<file path="src/rtl/stopwatch_bcd_if.sv">
// stopwatch_bcd_if: control inputs and BCD display outputs of the stopwatch.
// master drives the buttons/tick and reads the display; slave is the stopwatch itself.
`default_nettype none

interface stopwatch_bcd_if;
  logic       tick;
  logic       start_stop;
  logic       clear;
  logic [3:0] d0;
  logic [3:0] d1;
  logic [3:0] d2;
  logic [3:0] d3;
  logic       running;
  logic       ovf;

  modport master (
    output tick, start_stop, clear,
    input  d0, d1, d2, d3, running, ovf
  );

  modport slave (
    input  tick, start_stop, clear,
    output d0, d1, d2, d3, running, ovf
  );
endinterface

`default_nettype wire

</file>
<file path="src/rtl/stopwatch_bcd.sv">
// stopwatch_bcd: counts tick rising edges as hundredths into four BCD digits (00.00 .. TOP_MAX9.99)
// under a start/stop/clear FSM; all outputs registered, reset asynchronous active-low.
`default_nettype none

module stopwatch_bcd #(
  parameter int TOP_MAX  = 5,
  parameter bit SATURATE = 1'b0
) (
  input  logic            clk,
  input  logic            rst,
  stopwatch_bcd_if.slave  bus
);

  localparam logic [3:0] TOP  = 4'(TOP_MAX);
  localparam logic [3:0] NINE = 4'd9;

  typedef enum logic [1:0] {
    IDLE  = 2'd0,
    RUN   = 2'd1,
    PAUSE = 2'd2
  } state_t;

  state_t     state, nxt_state;
  logic       tick_d, ss_d;
  logic [3:0] cur_d0, cur_d1, cur_d2, cur_d3;
  logic [3:0] nxt_d0, nxt_d1, nxt_d2, nxt_d3;
  logic       cur_ovf, nxt_ovf;
  logic       cur_running;
  logic       tick_ev, ss_ev, full;

  always_ff @(posedge clk or negedge rst) begin
    if (!rst) begin
      state       <= IDLE;
      tick_d      <= 1'b0;
      ss_d        <= 1'b0;
      cur_d0      <= 4'd0;
      cur_d1      <= 4'd0;
      cur_d2      <= 4'd0;
      cur_d3      <= 4'd0;
      cur_ovf     <= 1'b0;
      cur_running <= 1'b0;
    end else begin
      state       <= nxt_state;
      tick_d      <= bus.tick;
      ss_d        <= bus.start_stop;
      cur_d0      <= nxt_d0;
      cur_d1      <= nxt_d1;
      cur_d2      <= nxt_d2;
      cur_d3      <= nxt_d3;
      cur_ovf     <= nxt_ovf;
      cur_running <= (nxt_state == RUN);
    end
  end

  always_comb begin
    tick_ev   = bus.tick & ~tick_d;
    ss_ev     = bus.start_stop & ~ss_d;
    full      = (cur_d3 == TOP) && (cur_d2 == NINE) && (cur_d1 == NINE) && (cur_d0 == NINE);
    nxt_state = state;
    nxt_d0    = cur_d0;
    nxt_d1    = cur_d1;
    nxt_d2    = cur_d2;
    nxt_d3    = cur_d3;
    nxt_ovf   = cur_ovf;

    if (bus.clear) begin
      nxt_state = IDLE;
      nxt_d0    = 4'd0;
      nxt_d1    = 4'd0;
      nxt_d2    = 4'd0;
      nxt_d3    = 4'd0;
      nxt_ovf   = 1'b0;
    end else begin
      case (state)
        IDLE:    if (ss_ev) nxt_state = RUN;
        RUN:     if (ss_ev) nxt_state = PAUSE;
        PAUSE:   if (ss_ev) nxt_state = RUN;
        default: nxt_state = IDLE;
      endcase

      // Counting uses the current state, so the tick that starts a run is dropped
      // while the tick that coincides with a pause is still counted.
      if (state == RUN && tick_ev) begin
        if (full) begin
          nxt_ovf = 1'b1;
          if (SATURATE) begin
            nxt_state = PAUSE;
          end else begin
            nxt_d0 = 4'd0;
            nxt_d1 = 4'd0;
            nxt_d2 = 4'd0;
            nxt_d3 = 4'd0;
          end
        end else if (cur_d0 != NINE) begin
          nxt_d0 = cur_d0 + 4'd1;
        end else begin
          nxt_d0 = 4'd0;
          if (cur_d1 != NINE) begin
            nxt_d1 = cur_d1 + 4'd1;
          end else begin
            nxt_d1 = 4'd0;
            if (cur_d2 != NINE) begin
              nxt_d2 = cur_d2 + 4'd1;
            end else begin
              nxt_d2 = 4'd0;
              nxt_d3 = cur_d3 + 4'd1;
            end
          end
        end
      end
    end
  end

  assign bus.d0      = cur_d0;
  assign bus.d1      = cur_d1;
  assign bus.d2      = cur_d2;
  assign bus.d3      = cur_d3;
  assign bus.running = cur_running;
  assign bus.ovf     = cur_ovf;

endmodule

`default_nettype wire

</file>
<file path="src/flat_wrapper.sv">
// flat-port wrapper written by rule: the top's interface ports become plain ports
module stopwatch_bcd_flat 
#(
  parameter int TOP_MAX  = 5,
  parameter bit SATURATE = 1'b0
)
  (clk, rst, bus_tick, bus_start_stop, bus_clear, bus_d0, bus_d1, bus_d2, bus_d3, bus_running, bus_ovf);
  stopwatch_bcd_if bus_i ();
  input  logic clk;
  input  logic rst;
  input wire logic [$bits(bus_i.tick)-1:0] bus_tick;
  input wire logic [$bits(bus_i.start_stop)-1:0] bus_start_stop;
  input wire logic [$bits(bus_i.clear)-1:0] bus_clear;
  output wire logic [$bits(bus_i.d0)-1:0] bus_d0;
  output wire logic [$bits(bus_i.d1)-1:0] bus_d1;
  output wire logic [$bits(bus_i.d2)-1:0] bus_d2;
  output wire logic [$bits(bus_i.d3)-1:0] bus_d3;
  output wire logic [$bits(bus_i.running)-1:0] bus_running;
  output wire logic [$bits(bus_i.ovf)-1:0] bus_ovf;
  assign bus_i.tick = bus_tick;
  assign bus_i.start_stop = bus_start_stop;
  assign bus_i.clear = bus_clear;
  assign bus_d0 = bus_i.d0;
  assign bus_d1 = bus_i.d1;
  assign bus_d2 = bus_i.d2;
  assign bus_d3 = bus_i.d3;
  assign bus_running = bus_i.running;
  assign bus_ovf = bus_i.ovf;
  stopwatch_bcd #(.TOP_MAX(TOP_MAX), .SATURATE(SATURATE)) u_core (.clk(clk), .rst(rst), .bus(bus_i));
endmodule
</file>
<file path="config.mk">
export PLATFORM = sky130hd
export DESIGN_NAME = stopwatch_bcd_flat
export DESIGN_NICKNAME = d
export VERILOG_FILES = /design/src/rtl/stopwatch_bcd_if.sv /design/src/rtl/stopwatch_bcd.sv /design/src/flat_wrapper.sv
export SDC_FILE = /design/constraint.sdc
export NUM_CORES = 1
export LEC_CHECK = 0
export CAP_MARGIN = 15
export CORE_MARGIN = 1.5
export CORE_UTILIZATION = 51
export DETAILED_ROUTE_END_ITERATION = 12
export PLACE_DENSITY = 0.77
export SETUP_SLACK_MARGIN = 0.3
export SYNTH_ARGS = -nofsm -noshare
export SYNTH_HDL_FRONTEND = slang
export SYNTH_SLANG_ARGS = --single-unit
</file>
<file path="constraint.sdc">
create_clock -name clk -period 1.82 [get_ports clk]
set_clock_uncertainty 0.1 [all_clocks]
set_input_delay 0.273 -clock clk [delete_from_list [all_inputs] [get_ports clk]]
set_output_delay 0.273 -clock clk [all_outputs]
set_load 0.02 [all_outputs]
</file>
Word level (Yosys, flattened, before mapping)
Index checks and enable logic that the tools add are counted.
{"block": "totals", "regBits": 22, "latch_bits": 0, "ramBits": 0, "mem_bits_ro": 0, "output_inout_bits": 18, "word_cells": 70, "memories": 0}
{"block": "classes", "add_sub_neg": 4, "multipliers": 0, "div": 0, "magnitude_cmp": 0, "eq_ne": 13, "shift": 0, "mux": 28, "bitwise": 4, "reduce_logical": 12}
{"operator": "4-bit two-way mux", "n": 21}
{"operator": "4-bit by 1-bit adder with 4-bit output, second input constant", "n": 4}
{"operator": "4-bit == test, second input constant", "n": 3}
{"operator": "4-bit inequality test, second input constant", "n": 3}
{"operator": "3-bit by 2-bit inequality test with 1-bit output, second input constant", "n": 3}
{"operator": "2-bit two-way mux", "n": 3}
{"operator": "2-bit by 1-bit == test with 1-bit output, second input constant", "n": 2}
{"operator": "4-bit by 3-bit == test with 1-bit output, second input constant", "n": 1}
{"operator": "1-bit logical AND", "n": 4}
{"operator": "2-bit case mux with 2 select lines", "n": 1}
{"operator": "2-bit AND reduction", "n": 2}
{"operator": "4-bit AND reduction", "n": 1}
{"operator": "2-bit nonzero test", "n": 2}
{"operator": "1-bit two-way mux", "n": 3}
{"operator": "3-bit AND reduction", "n": 1}
{"operator": "1-bit AND", "n": 2}
{"operator": "2-bit == test, second input constant", "n": 1}
{"operator": "2-bit zero test", "n": 1}
{"operator": "1-bit inverter", "n": 2}
{"operator": "2-bit OR reduction", "n": 1}

Depth between registers and ports, before layout
Gate-level depths: netlist of the first run.
{"block": "depth", "depth_word": 7, "ltp_mapped": 7, "depth_no_buf": 6}

Least setup slack after synthesis of the first run
Ideal clock, no wire load.
{"block": "synth_path", "path_kind": "reg2reg", "start": "register u_core.cur_d0[0] (netlist: u_core.bus.d0[0])", "end": "register u_core.cur_d3[0] (netlist: u_core.bus.d3[0])", "setup_time_ns": 0.078, "arrival_ns": 1.585, "setup_slack_ns": 0.057, "path_stages_with_launch": 7, "path_buffers": 1, "synth_period_minus_slack_ns": 1.763, "cell_sequence": "dfrtp_1 > ha_1 > and3b_1 > buf_2 > nand4_4 > or3_1 > a21oi_1"}
{"block": "synth_via", "elab_chain_cells": 5, "word_cells_on_any_way": 10, "cone_classes": "eq/ne (5); mux (3); reduce/logical (2)"}
{"element": "from (decl)", "line": "stopwatch_bcd.sv:25", "rtl": "logic [3:0] cur_d0, cur_d1, cur_d2, cur_d3;"}
{"element": "from (signal assigned)", "line": "stopwatch_bcd.sv:46", "rtl": "cur_d0 <= nxt_d0;"}
{"element": "4-bit == test", "line": "stopwatch_bcd.sv:58", "rtl": "full = (cur_d3 == TOP) && (cur_d2 == NINE) && (cur_d1 == NINE) && (cur_d0 == NINE);"}
{"element": "1-bit logical AND", "line": "stopwatch_bcd.sv:58"}
{"element": "4-bit two-way mux", "line": "stopwatch_bcd.sv:84", "rtl": "if (full) begin"}
{"element": "4-bit two-way mux", "line": "stopwatch_bcd.sv:83", "rtl": "if (state == RUN && tick_ev) begin"}
{"element": "4-bit two-way mux", "line": "stopwatch_bcd.sv:66", "rtl": "if (bus.clear) begin"}
{"element": "to (signal assigned)", "line": "stopwatch_bcd.sv:49", "rtl": "cur_d3 <= nxt_d3;"}
{"element": "to (decl)", "line": "stopwatch_bcd.sv:25"}
Several ways; a longest one is shown, not always the timed one. The select of a mux whose other input is x is not followed.
A chain may end at the register's enable or synchronous reset.

Worst setup path in the final report of the first run
{"block": "layout_path", "start": "register u_core.cur_d2[1] (netlist: u_core.bus.d2[1])", "end": "register u_core.cur_d2[2] (netlist: u_core.bus.d2[2])"}
{"block": "layout_via", "elab_chain_cells": 7, "word_cells_on_any_way": 15, "cone_classes": "add/sub (1); eq/ne (4); mux (6); reduce/logical (4)"}
{"element": "from (decl)", "line": "stopwatch_bcd.sv:25"}
{"element": "from (signal assigned)", "line": "stopwatch_bcd.sv:48", "rtl": "cur_d2 <= nxt_d2;"}
{"element": "4-bit by 1-bit adder with 4-bit output (tied with other cells)", "line": "stopwatch_bcd.sv:103", "rtl": "nxt_d2 = cur_d2 + 4'd1;"}
{"element": "4-bit two-way mux or 1-bit logical AND (tied branches)", "line": "stopwatch_bcd.sv:102, stopwatch_bcd.sv:58"}
{"element": "4-bit two-way mux or 1-bit logical AND (tied branches)", "line": "stopwatch_bcd.sv:98, stopwatch_bcd.sv:58"}
{"element": "4-bit two-way mux or 1-bit logical AND (tied branches)", "line": "stopwatch_bcd.sv:94, stopwatch_bcd.sv:58"}
{"element": "4-bit two-way mux", "line": "stopwatch_bcd.sv:84"}
{"element": "4-bit two-way mux", "line": "stopwatch_bcd.sv:83"}
{"element": "4-bit two-way mux", "line": "stopwatch_bcd.sv:66"}
Several ways; a longest one is shown, not always the timed one. The select of a mux whose other input is x is not followed.

==> results of run 1 <==
==> layer usage <==
layer  track usage  share of wire
met2         0.390           0.49
met3        0.0345          0.032
met4        0.0658          0.011
met1         0.317           0.46
met5             0              0
==> how the worst min path moves through the flow <==
stage	from	cells after the start	slack (ns)	endpoint
2_1_floorplan	rst	0	-0.12	u_core.bus.d0[0]
3_3_place_gp	u_core.bus.ovf	2	0.41	u_core.bus.ovf
3_5_place_dp	u_core.bus.ovf	2	0.42	u_core.bus.ovf
4_1_cts	rst	2	0.20	u_core.bus.d0[3]
5_1_grt	rst	2	0.19	u_core.bus.d0[3]
6_report	rst	2	0.19	u_core.bus.d0[3]
==> report_power, final <==
part           internal (mW)  switching, mW  total [mW]
clock network          0.223          0.168       0.391
registers              0.495        0.00402       0.499
logic                 0.0253         0.0345      0.0598
total                  0.744          0.207       0.950
==> synthesized netlist by cell type (all sizes together) (4+ instances only) <==
| library cell | instances |
|---|---|
| nor3 | 4 |
| dfrtp | 22 |
| nand2 | 9 |
| inv | 6 |
| ha | 8 |
| nand3 | 4 |
| nor2 | 18 |
| a21oi | 9 |
| buf | 5 |
| mux2i | 4 |
==> worst max-delay path, delay by kind of cell (launching register included) <==
family | cells | cell delay (ns)
fa+ha+maj | 1 | 0.18
buf+inv | 2 | 0.19
flops | 1 | 0.39
compound gates | 1 | 0.13
simple gates | 2 | 0.60
==> repair_timing <==
item                                    CTS  global route
buffers inserted                         13             4
endpoints found under the setup margin   33            28
gates resized for setup                  36            27
pin swaps                                13             7
==> state kept, by name (all words and copies together) (netlist names) <==
register            count
u_core.bus.d3           4
u_core.tick_d           1
u_core.bus.d1           4
u_core.bus.ovf          1
u_core.state            2
u_core.bus.d2           4
u_core.bus.running      1
u_core.bus.d0           4
u_core.ss_d             1
==> layout make-up <==
cell class | instances | share of cell area
tap | 28 | 0.0194
clock inverter | 1 | 0.0167
inverter | 6 | 0.0125
multi-input combinational | 89 | 0.413
timing repair buffer | 49 | 0.214
clock buffer | 3 | 0.0125
sequential | 22 | 0.312
==> kinds of logic (layout without fill, tap and decap cells) <==
family / after synthesis / after routing
AO/OA/AOI/OAI: 20 / 20
AND/OR/NAND/NOR: 56 / 56
adder cells (fa/ha/maj): 8 / 8
flip-flops: 22 / 22
buffers and inverters: 12 / 59
multiplexers: 5 / 5
==> metrics by stage <==
step           cells  setup WS, ns
6_report         198         0.180
4_1_cts          194         0.155
5_1_grt          198         0.104
3_3_place_gp     177       -0.0427
2_1_floorplan    123         0.140
3_5_place_dp     177        -0.125
==> flow_metrics.tcl, run 1 <==
set metrics [dict create \
    syn_area_per_cell_um2 9.96 \
    arrival_ns 1.80 \
    nets 184 \
    overflow 0 \
    end_kind "flop" \
    yosys.area_share.xor_xnor 0 \
    yosys.area.top_type "dfrtp_1" \
    synthMuxAreaShare 0.0419 \
    place.port_buffers 22 \
    hp-class "in -> async" \
    setup_viol 0 \
    detail_route.wl_per_cell_um 14.9 \
    dpl_cell_area_um2 1560 \
    area_delta_synth_final_pct 47.1 \
    max_stage_delay_ns 0.39 \
    routed_wl_mm 2.95 \
    root_buffer "clkbuf_4" \
    ioPinCount 23 \
    endpoint "u_core.bus.d2[2]" \
    fin_setup_tns_ns 0 \
    ys_top_cells_by_area "dfrtp_1 (45%), ha_1 (8.2%), nor2_1 (5.5%), a21oi_1 (3.7%), mux2i_1 (3.3%)" \
    synth-compound-area-share 0.105 \
    hold_viol_final 0 \
    antenna_cells 0 \
    ant_nets 0 \
    drt_iter0_drc 27 \
    grt_max_degree 23 \
    startpoint_type "flop" \
    p_leak_nw 0.885 \
    critPathSlowestCell "dfrtp_1" \
    synth_nets 136 \
    drive_above_1_share 0.435 \
    layout_worst_path_cycle_share 0.901 \
    die_x_um 52.0 \
    fin_area_um2 1800 \
    viasPerCell 5.61 \
    drc 0 \
    reg2reg_depth 6 \
    synth-simple-area-share 0.271 \
    crit_fanout 3 \
    total_power_mw 0.950 \
    maxSlewHeadroom 0.812 \
    postLayoutCoreUtil 0.807 \
    gp_congestion 0.783 \
    drv_slew 0 \
    cts-buffers-inserted 3 \
    r2r-start "u_core.bus.d2[1]" \
    rsz0062_at_grt "yes" \
    cts_num_sinks 22 \
    status "finished clean" \
    die_area_um2 2710 \
    tightestPinTransition_ns 0.282 \
    antenna_found_initial 0 \
    grt_use_total 0.235 \
    clk_latency_ns 0.33 \
    n_fill_cell 142 \
    hold_buffers 0 \
    seq_area_um2 562 \
    htree_levels 1 \
    clkTransAtPathRegs_ns 0.13 \
    syn_inst 123 \
    maxCapViolCount 0 \
    layout_commonest_cell "buf_4" \
    power_density_nw_per_um2 528 \
    rows 17 \
    yosysUniqueCellTypes 36 \
    yosysWarnings 0 \
    first_pass_iters 4 \
    via_count 1111 \
    cp-startpoint "u_core.bus.d2[1]" \
    grt_pass1_vias 1054 \
    core_um2 2230 \
    synth_top_family_by_area "simple AND/OR/NAND/NOR gates" \
    ys_seq_area_frac 0.449 \
    layout_common_cells "buf_4 (25), nor2_1 (15), dfrtp_1 (13), dfrtp_2 (9)" \
    reg2reg_to "u_core.bus.d2[2]" \
    clock.fmax_ghz 0.610 \
    period_minus_slack_ns 1.64 \
    cp.required_ns 1.98 \
    cts_tree "done" \
    multiInputGateArea_um2 744 \
    r2r_slack_ns 0.18 \
    timing.hold.ws_ns 0.188 \
    max-clock-path-buffers 2 \
    worstSetupPathType "reg -> reg" \
    synth-edff-count 0 \
    die_h_um 52.0 \
    dpl.hpwl_mm 1.82 \
    synth_area_um2 1220 \
    grt_pass1_wl_mm 4.73 \
    ir_drop_mv 0.583 \
    crit_chain "inv_1 > ha_2 > and3b_2 > buf_6 > or3_1 > a21oi_1" \
    synth_seq_cells 22 \
    synth_top_area_frac 0.449 \
    async_reset_ff_frac 1.00 \
    dominantRegCellSynth "dfrtp_1" \
    synthAdderAreaFrac 0.0817 \
    initial_utilization 0.548 \
]
Power figures use the tool's default switching activity.
==> inputs of run 2 (changes only) <==
--- a/config.mk
+++ b/config.mk
@@ -9,4 +9,5 @@
 export CORE_MARGIN = 1.5
 export CORE_UTILIZATION = 51
+export CTS_BUF_LIST = sky130_fd_sc_hd__clkbuf_16
 export DETAILED_ROUTE_END_ITERATION = 12
 export PLACE_DENSITY = 0.77
--- a/constraint.sdc
+++ b/constraint.sdc
@@ -3,3 +3,3 @@
 set_input_delay 0.273 -clock clk [delete_from_list [all_inputs] [get_ports clk]]
 set_output_delay 0.273 -clock clk [all_outputs]
-set_load 0.02 [all_outputs]
+set_load 0.1 [all_outputs]
==> flow_metrics.tcl, run 2 (synthesis results as in run 1) <==
set metrics [dict create \
    p_int_mw 0.823 \
    die_area_um2 2710 \
    grt_pass1_wl_mm 6.53 \
    first_pass_iters 4 \
    grt_use_total 0.338 \
    clkPwrFrac 0.447 \
    drc 0 \
    root_buffer "clkbuf_16" \
    r2r-start "u_core.bus.d2[1]" \
    dpl.hpwl_mm 2.13 \
    antenna_found_initial 0 \
    critPathSlowestCell "dfrtp_4" \
    max_stage_delay_ns 0.48 \
    ioPinCount 23 \
    antenna_cells 0 \
    detail_route.wl_per_cell_um 21.7 \
    clock.fmax_ghz 0.565 \
    drv_slew 0 \
    seq_power_share 0.470 \
    clkTransAtPathRegs_ns 0.06 \
    crit_chain "inv_2 > ha_2 > and3b_2 > nand4_4 > or3_1 > a21oi_1" \
    fin_ws_ns 0.0512 \
    maxCapViolCount 0 \
    overflow 0 \
    cp-startpoint "u_core.bus.d2[1]" \
    routed_wl_mm 4.21 \
    via_count 1191 \
    rsz0062_at_grt "yes" \
    layout_commonest_cell "buf_4" \
    maxSlewHeadroom 0.806 \
    tightestPinTransition_ns 0.290 \
    crit_fanout 7 \
    ir_drop_mv 0.668 \
    startpoint_type "flop" \
    drt_iter0_drc 26 \
    dp_slack_ns -0.111 \
    layout_worst_path_cycle_share 0.972 \
    initial_utilization 0.548 \
    max-clock-path-buffers 2 \
    period_minus_slack_ns 1.77 \
    p_switching_mw 0.244 \
    clk_latency_ns 0.26 \
    cp.buffers_inverters 1 \
    area_delta_synth_final_pct 68.2 \
    n_fill_cell 74 \
    p_leak_nw 0.909 \
    endpoint "u_core.bus.d3[0]" \
    status "finished clean" \
    p_comb_frac 0.083 \
    arrival_ns 1.85 \
    nets 180 \
    core_um2 2230 \
    r2r_slack_ns 0.05 \
    cts_num_sinks 22 \
    grt_pass1_vias 1280 \
    grt_max_degree 23 \
    fin_setup_tns_ns 0 \
    end_kind "flop" \
    cts_tree "done" \
    cp.required_ns 1.90 \
    worstSetupPathType "reg -> reg" \
    switching_share 0.229 \
    hp-class "in -> async" \
    critical-path-top-delay-family "simple AND/OR/NAND/NOR gates" \
    die_x_um 52.0 \
    place.port_buffers 22 \
    gp_congestion 0.783 \
    setup_viol 0 \
    drive_above_1_share 0.536 \
    ant_nets 0 \
    hold_viol_final 0 \
    crit_cells 6 \
    cts-buffers-inserted 3 \
    postLayoutCoreUtil 0.923 \
    reg2reg_to "u_core.bus.d3[0]" \
    die_h_um 52.0 \
    viasPerCell 6.14 \
    layout_common_cells "buf_4 (21), buf_12 (18), nor2_1 (17)" \
    rows 17 \
    power_density_nw_per_um2 518 \
    htree_levels 1 \
    reg2reg_depth 6 \
]
## run 2: changes by cell type in the layout (fill, tap and decap cells not counted), moves of 4 or more
cell	previous run	this run
buf_12	0	18
buf_4	25	21
clkbuf_2	6	0
dfrtp_1	13	6
dfrtp_4	0	8
dlygate4sd2_1	8	0
## run 2: worst register-to-register path: cells and delay by family, from the launching register on
family                     cells  cell delay [ns]
AOI/OAI and AO/OA              1             0.14
adders and majority gates      1             0.18
buffers and inverters          1             0.06
DFF                            1             0.48
and+or+nand+nor                3             0.73
## run 2: cell type report
type,count,area (µm²),share of cell area
multi-input cells,89,751,0.364
flip-flops and latches,22,591,0.287
repair buffers,45,581,0.282
clock buffers,3,75.1,0.0364
well taps,28,35.0,0.0170
inverters,6,25.0,0.0121
clock inverters,1,3.75,0.00182
## run 2: metal layers
metal	routed length [µm]	GRT usage
met5	0	0
met2	2160	0.582
met1	1640	0.407
met3	234	0.0431
met4	176	0.180
## run 2: timing repair
action / 4_1_cts / 5_1_grt
hold buffers: 0 / 0
hold endpoints to repair: 0 / 0
endpoints found under the setup margin: 16 / 17
pin swaps: 13 / 6
gates resized for setup: 15 / 8
setup buffers: 9 / 3
## run 2: how the worst min path moves through the flow
| stage | slack (ns) | cells past startpoint | startpoint | end |
|---|---|---|---|---|
| finish | 0.27 | 2 | rst | u_core.bus.d1[3] |
| global route | 0.31 | 2 | rst | u_core.bus.d1[2] |
| CTS | 0.28 | 2 | rst | u_core.bus.d1[0] |
| detailed placement | 0.46 | 1 | u_core.bus.d1[3] | u_core.bus.d1[3] |
| global placement | 0.43 | 1 | u_core.bus.d1[3] | u_core.bus.d1[3] |
| floorplan | -0.12 | 0 | rst | u_core.bus.d0[3] |
## run 2: through the flow
step	hold slack, ns	std cells	instance area, µm²	total power, mW
after floorplan	-0.123	123	1330	0.551
after global placement	0.429	178	1800	0.589
after detailed placement	0.460	178	1800	0.591
after CTS	0.284	191	2020	1.06
after global routing	0.310	194	2060	1.09
final	0.271	194	2060	1.07
## run 2: power groups by stage
stage               Sequential, mW  Combinational, mW  Clock, mW
floorplan                    0.527             0.0238          0
global placement             0.511             0.0778          0
detailed placement           0.512             0.0788          0
CTS                          0.501             0.0839      0.476
global route                 0.503             0.0937      0.493
finish                       0.502             0.0882      0.477
==> RTL change 1: new RTL, config.mk and constraints of run 1 <==
`SATURATE` is set to 1'b0 in 2 places; all go to 1'b1.
--- a/src/rtl/stopwatch_bcd.sv
+++ b/src/rtl/stopwatch_bcd.sv
@@ -5,5 +5,5 @@
 module stopwatch_bcd #(
   parameter int TOP_MAX  = 5,
-  parameter bit SATURATE = 1'b0
+  parameter bit SATURATE = 1'b1
 ) (
   input  logic            clk,
--- a/src/flat_wrapper.sv
+++ b/src/flat_wrapper.sv
@@ -3,5 +3,5 @@
 #(
   parameter int TOP_MAX  = 5,
-  parameter bit SATURATE = 1'b0
+  parameter bit SATURATE = 1'b1
 )
   (clk, rst, bus_tick, bus_start_stop, bus_clear, bus_d0, bus_d1, bus_d2, bus_d3, bus_running, bus_ovf);
Behaviour: same outputs for any inputs over 10 cycles, from zero or initial values and one cycle with rst low; that may be too few to reach the edited logic, so the function may still have changed.
==> RTL change 1 against run 1 <==
  * Wire length grew 42%
  * Sequential cell count is the same
  * Largest power group unchanged
  * Hold slack lost 7.5 ps
  * Synthesized area grew 0.51%
  * The flow now finishes with violations (negative setup slack)
  * Via count grew 15%
  * Combinational power grew 11%
  * Worst setup slack lost 180 ps
  * Design area grew 5.6%
  * Non-clock buffer count grew 9
  * Total power grew 0.13%
  * Clock power shrank 2%
  * Count of clock-buffer cells in the layout is the same
==> RTL change 1: results (changes against run 1) <==
Power and ir drop
  – Peak ir drop on the vdd network: 0.5093 mV (-13%)
  – Power attributed to combinational cells: 0.0661 mW (+11%)
  – Portion of total power attributed to the clock network: 40.5% (-0.7 points)
  – Sum of internal, switching and leakage power: 0.9517 mW (+0.13%)
  – Switching Power: 0.2032 mW (-1.7%)

Route
  – WL met1: 1.666 mm (+22%)
  – Met3 wire len: 252 um (+170%)

Finish
  – Layout net count: 198 (+7.6%)
  – Final non-filler cell total: 212 (+7.1%)
  – Fraction of final layout cells with drive strength greater than 1: 42.39% (-1.1 points)

STA
  – Worst-margin pin slew: 297.7 ps (+15.26 ps)
  – Count of endpoints failing setup in the final report: 1 (+1)
  – Worst-case hold slack: 180.7 ps (-7.518 ps)
  – Setup slack of the critical path after layout: -0.1339 ps (-180.6 ps)

Logic synthesis
  – Number of library cell types mapped by synthesis: 32 (-11%)
  – Main area contributors after synthesis: dfrtp_1 (45%), ha_1 (8.1%), a21oi_1 (7.3%)
  – Portion of the post-synthesis area used by sequential elements: 44.72% (-0.23 points)
  – Mean area per synthesized cell: 9.694 um^2 (-2.7%)

Global routing
  – Met3 usage: 4.310% (+0.86 points)
  – GR met2 Demand/Resource: 52.74% (+14 points)
  – Global-route wire length before repair: 5.968 mm (+26%)
  – Grt met1 use: 37.17% (+5.4 points)

Place
  – Detailed placement HPWL: 2.135 mm (+18%)
  – GP Congestion: 0.7549 (-3.6%)
  – Placed standard-cell area: 1645 um^2 (+5.7%)
  – DP Cell Count: 191 (+7.9%)

Run status
  – Run status: finished, violations left
  – Violations in the final reports: negative setup slack

Worst setup path
  – Critical path data arrival time: 1980 ps (+180 ps)
  – Critical register-to-register path startpoint: u_core.bus.d2[0]
  – RR Endpoint: u_core.bus.d2[3]
  – Cell with the largest stage delay on the worst path: or4_1
==> RTL change 1: changes by cell type after synthesis, moves of 3 or more <==
cell,before,now
o31ai_1,0,3
a21oi_1,9,18
nor2_1,18,5
or3_1,3,9
mux2i_1,4,1
nand2_1,9,6
o21ai_0,3,9
==> RTL change 1: how the worst max path moves through the flow <==
stage	startpoint	to	slack [ps]	cells past startpoint
floorplan	u_core.bus.d0[1]	u_core.bus.d3[3]	80	7
global placement	bus_tick	u_core.bus.d3[3]	-120	6
detailed placement	bus_tick	u_core.bus.d3[3]	-140	6
CTS	u_core.bus.d0[1]	u_core.bus.d3[3]	70	6
global route	u_core.bus.d2[1]	u_core.bus.d2[3]	-40	8
finish	u_core.bus.d2[0]	u_core.bus.d2[3]	-0.1	6
==> RTL change 1: final cells by class <==
cell class	count	area share (%)
well taps	28	1.841
multi-input cells	93	39.97
inverters	7	1.381
clock buffers	3	1.183
clock inverters	1	1.578
flip-flops and latches	22	29.32
repair buffers	58	24.72
==> RTL change 2: new RTL, config.mk and constraints of run 1 <==
Without the edit above. The 3 states of `state_t` get a one-hot encoding in 3 bits.
--- a/src/rtl/stopwatch_bcd.sv
+++ b/src/rtl/stopwatch_bcd.sv
@@ -15,8 +15,8 @@
   localparam logic [3:0] NINE = 4'd9;
 
-  typedef enum logic [1:0] {
-    IDLE  = 2'd0,
-    RUN   = 2'd1,
-    PAUSE = 2'd2
+  typedef enum logic [2:0] {
+    IDLE  = 3'b001,
+    RUN   = 3'b010,
+    PAUSE = 3'b100
   } state_t;
 
Function: no difference found for any inputs over 10 cycles, from zero or initial values and one cycle with rst low; not proved beyond that.
==> RTL change 2 against run 1 <==
  * The flow now finishes with violations (negative setup slack)
  * Non-clock buffer count rose by 1
  * Worst setup slack got worse by 190 ps
  * Synthesized area rose by 5.3%
  * Sequential cell count rose by 1
  * Total power fell by 12%
  * Utilization fell by 3.7 points
  * Sequential share of layout area rose by 0.22 points
  * First-iteration DRC count fell by 41%
  * Wire length rose by 7.7%
  * Design area rose by 4.0%
  * Largest power group unchanged
  * Highest routed layer unchanged
==> RTL change 2: results (changes against run 1) <==
Logic synthesis
  – Portion of the post-synthesis area used by sequential elements: 44.71% (-0.23 points)
  – Predominant post-synthesis flop cell: dfrtp_1
  – Post-synth ARST share: 100.0% (unchanged)
  – Syn Nets: 145 (+6.6%)
  – Cell types with the highest counts after synthesis: dfrtp_1 (22), a21oi_1 (12), nor2_1 (11)
  – Synthesis Warnings: 0 (unchanged)
  – Main area contributors after synthesis: dfrtp_1 (43%), ha_1 (7.8%), a21oi_1 (4.7%)
  – Mean area per synthesized cell: 9.773 um^2 (-1.9%)
  – Number of library cell types mapped by synthesis: 33 (-8.3%)

Place
  – Detailed placement HPWL: 1.980 mm (+9.1%)
  – Count of input and output buffers: 22 (unchanged)
  – GP Congestion: 0.7218 (-7.8%)

Finish
  – Layout net count: 195 (+6.0%)
  – Fraction of final layout cells with drive strength greater than 1: 39.23% (-4.3 points)
  – Count of inserted antenna diode cells: 0 (unchanged)
  – Fill cells: 165 (+16%)

Global routing
  – Global-route wire length before repair: 5.009 mm (+5.8%)
  – Grt met1 use: 31.18% (-0.54 points)
  – Largest net degree at the start of global routing: 24 (+4.3%)
  – Initial antenna violation count: 0 (unchanged)
  – Via count of the first global-routing pass: 1,123 (+6.5%)
  – Met3 usage: 2.825% (-0.62 points)
  – Total global-route track usage: 24.25% (+0.77 points)
  – GR met2 Demand/Resource: 41.98% (+2.9 points)

Worst setup path
  – Setup slack of the most critical reg-to-reg path: -8 ps (-190 ps)
  – Max Fanout on Critical Path: 7 (+4)
  – CP max stage delay: 430 ps (+40 ps)
  – Critical path data arrival time: 1960 ps (+160 ps)
  – Cell with the largest stage delay on the worst path: dfrtp_2

STA
  – Count of endpoints failing setup in the final report: 1 (+1)
  – Setup slack of the critical path after layout: -7.778 ps (-188.3 ps)
  – Worst-margin pin slew: 460.4 ps (+178.0 ps)
  – Final period util: 100.4% (+10 points)

Route
  – Count of nets left with antenna violations after detail routing: 0 (unchanged)
  – Routed WL: 3.181 mm (+7.7%)
  – Number of DRC markers in iteration 0: 16 (-41%)
  – Via total after detailed routing: 1,170 (+5.3%)
  – DRT Pass-1 Iters: 4 (unchanged)
  – Via density: 5.545 (-1.2%)

Clock network
  – Clock-pin slew on the worst setup and hold paths: 130 ps (about the same)
  – H-tree Lvls: 1 (unchanged)
  – Later-pin clock latency in the skew report: 300 ps (-30 ps)
  – Clock tree root buffer cell: clkbuf_4
  – Clock Path Buffers: 2 (unchanged)
  – Number of buffers added by the clock tree synthesis step: 3 (unchanged)

Power and ir drop
  – Peak ir drop on the vdd network: 0.4337 mV (-26%)
  – Leakage power: 0.8991 nW (+1.6%)

Run status
  – Violations in the final reports: negative setup slack
  – Run status: finished, violations left

Min path
  – Class of the most critical hold timing path: in2async
RTL change 2: what timing repair did:
| item | CTS | global route |
|---|---|---|
| pin swaps | 7 | 8 |
| setup endpoints to repair | 33 | 27 |
| setup buffers | 9 | 1 |
| gates resized for setup | 47 | 22 |
RTL change 2: critical path, delay by kind of cell, from the launching register on:
kind,cells,cell delay (ps)
and+or+nand+nor,3,750
DFF,1,430
buffers and inverters,2,210
AOI/OAI and AO/OA,1,160
adders and majority gates,1,110
RTL change 2: cell type report:
| cell class | count | area [um^2] | share of cell area, % |
|---|---|---|---|
| clock inverter | 1 | 5.005 | 0.2672 |
| sequential | 23 | 588.1 | 31.40 |
| tap | 30 | 37.54 | 2.004 |
| inverter | 7 | 26.28 | 1.403 |
| timing repair buffer | 50 | 432.9 | 23.11 |
| clock buffer | 3 | 22.52 | 1.202 |
| multi-input combinational | 97 | 760.7 | 40.61 |
RTL change 2: worst paths after layout:
path / startpoint / end / depth (start not counted)
max: u_core.bus.d0[1] / u_core.bus.d3[2] / 7
min: rst / u_core.state[2] / 2
max reg2reg: u_core.bus.d0[1] / u_core.bus.d3[2] / 7
min reg2reg: u_core.bus.ovf / u_core.bus.ovf / 1
max in group asynchronous: rst / u_core.state[0] / 2
min in group clk: bus_start_stop / u_core.ss_d / 1
RTL change 2: logic make-up (layout without fill, tap and decap cells):
family          Yosys count  count (layout)  synth area share, %
flops                    23              23                44.71
mux                       5               5                3.880
simple gates             61              61                29.68
buf+inv                  12              61                4.268
xor+xnor                  1               1               0.6791
fa+ha+maj                 8               8                7.760
compound gates           22              22                9.021
RTL change 2: power breakdown:
part / leakage (nW) / switching (mW) / internal [mW] / total (mW)
clock network: 0.0177 / 0.156 / 0.0819 / 0.238
logic: 0.584 / 0.0399 / 0.0291 / 0.0690
registers: 0.297 / 0.00775 / 0.519 / 0.527
total: 0.899 / 0.204 / 0.630 / 0.834
RTL change 2: layer usage:
layer	vias to the layer above	wire, um
met3	2	91
met2	18	1569
met4	0	19
met1	588	1501
met5	-	0
li1	562	-
RTL change 2: stage by stage:
step	setup TNS, ps	cell area (um^2)	hold slack [ps]	setup slack [ps]
2_1_floorplan	0	1329	-122.6	55.88
3_3_place_gp	-545.5	1680	375.9	-94.71
3_5_place_dp	-954.2	1680	400.1	-141.3
4_1_cts	0	1859	200.9	4.926
5_1_grt	-312.5	1873	244.0	-89.68
6_report	-7.778	1873	195.9	-7.778
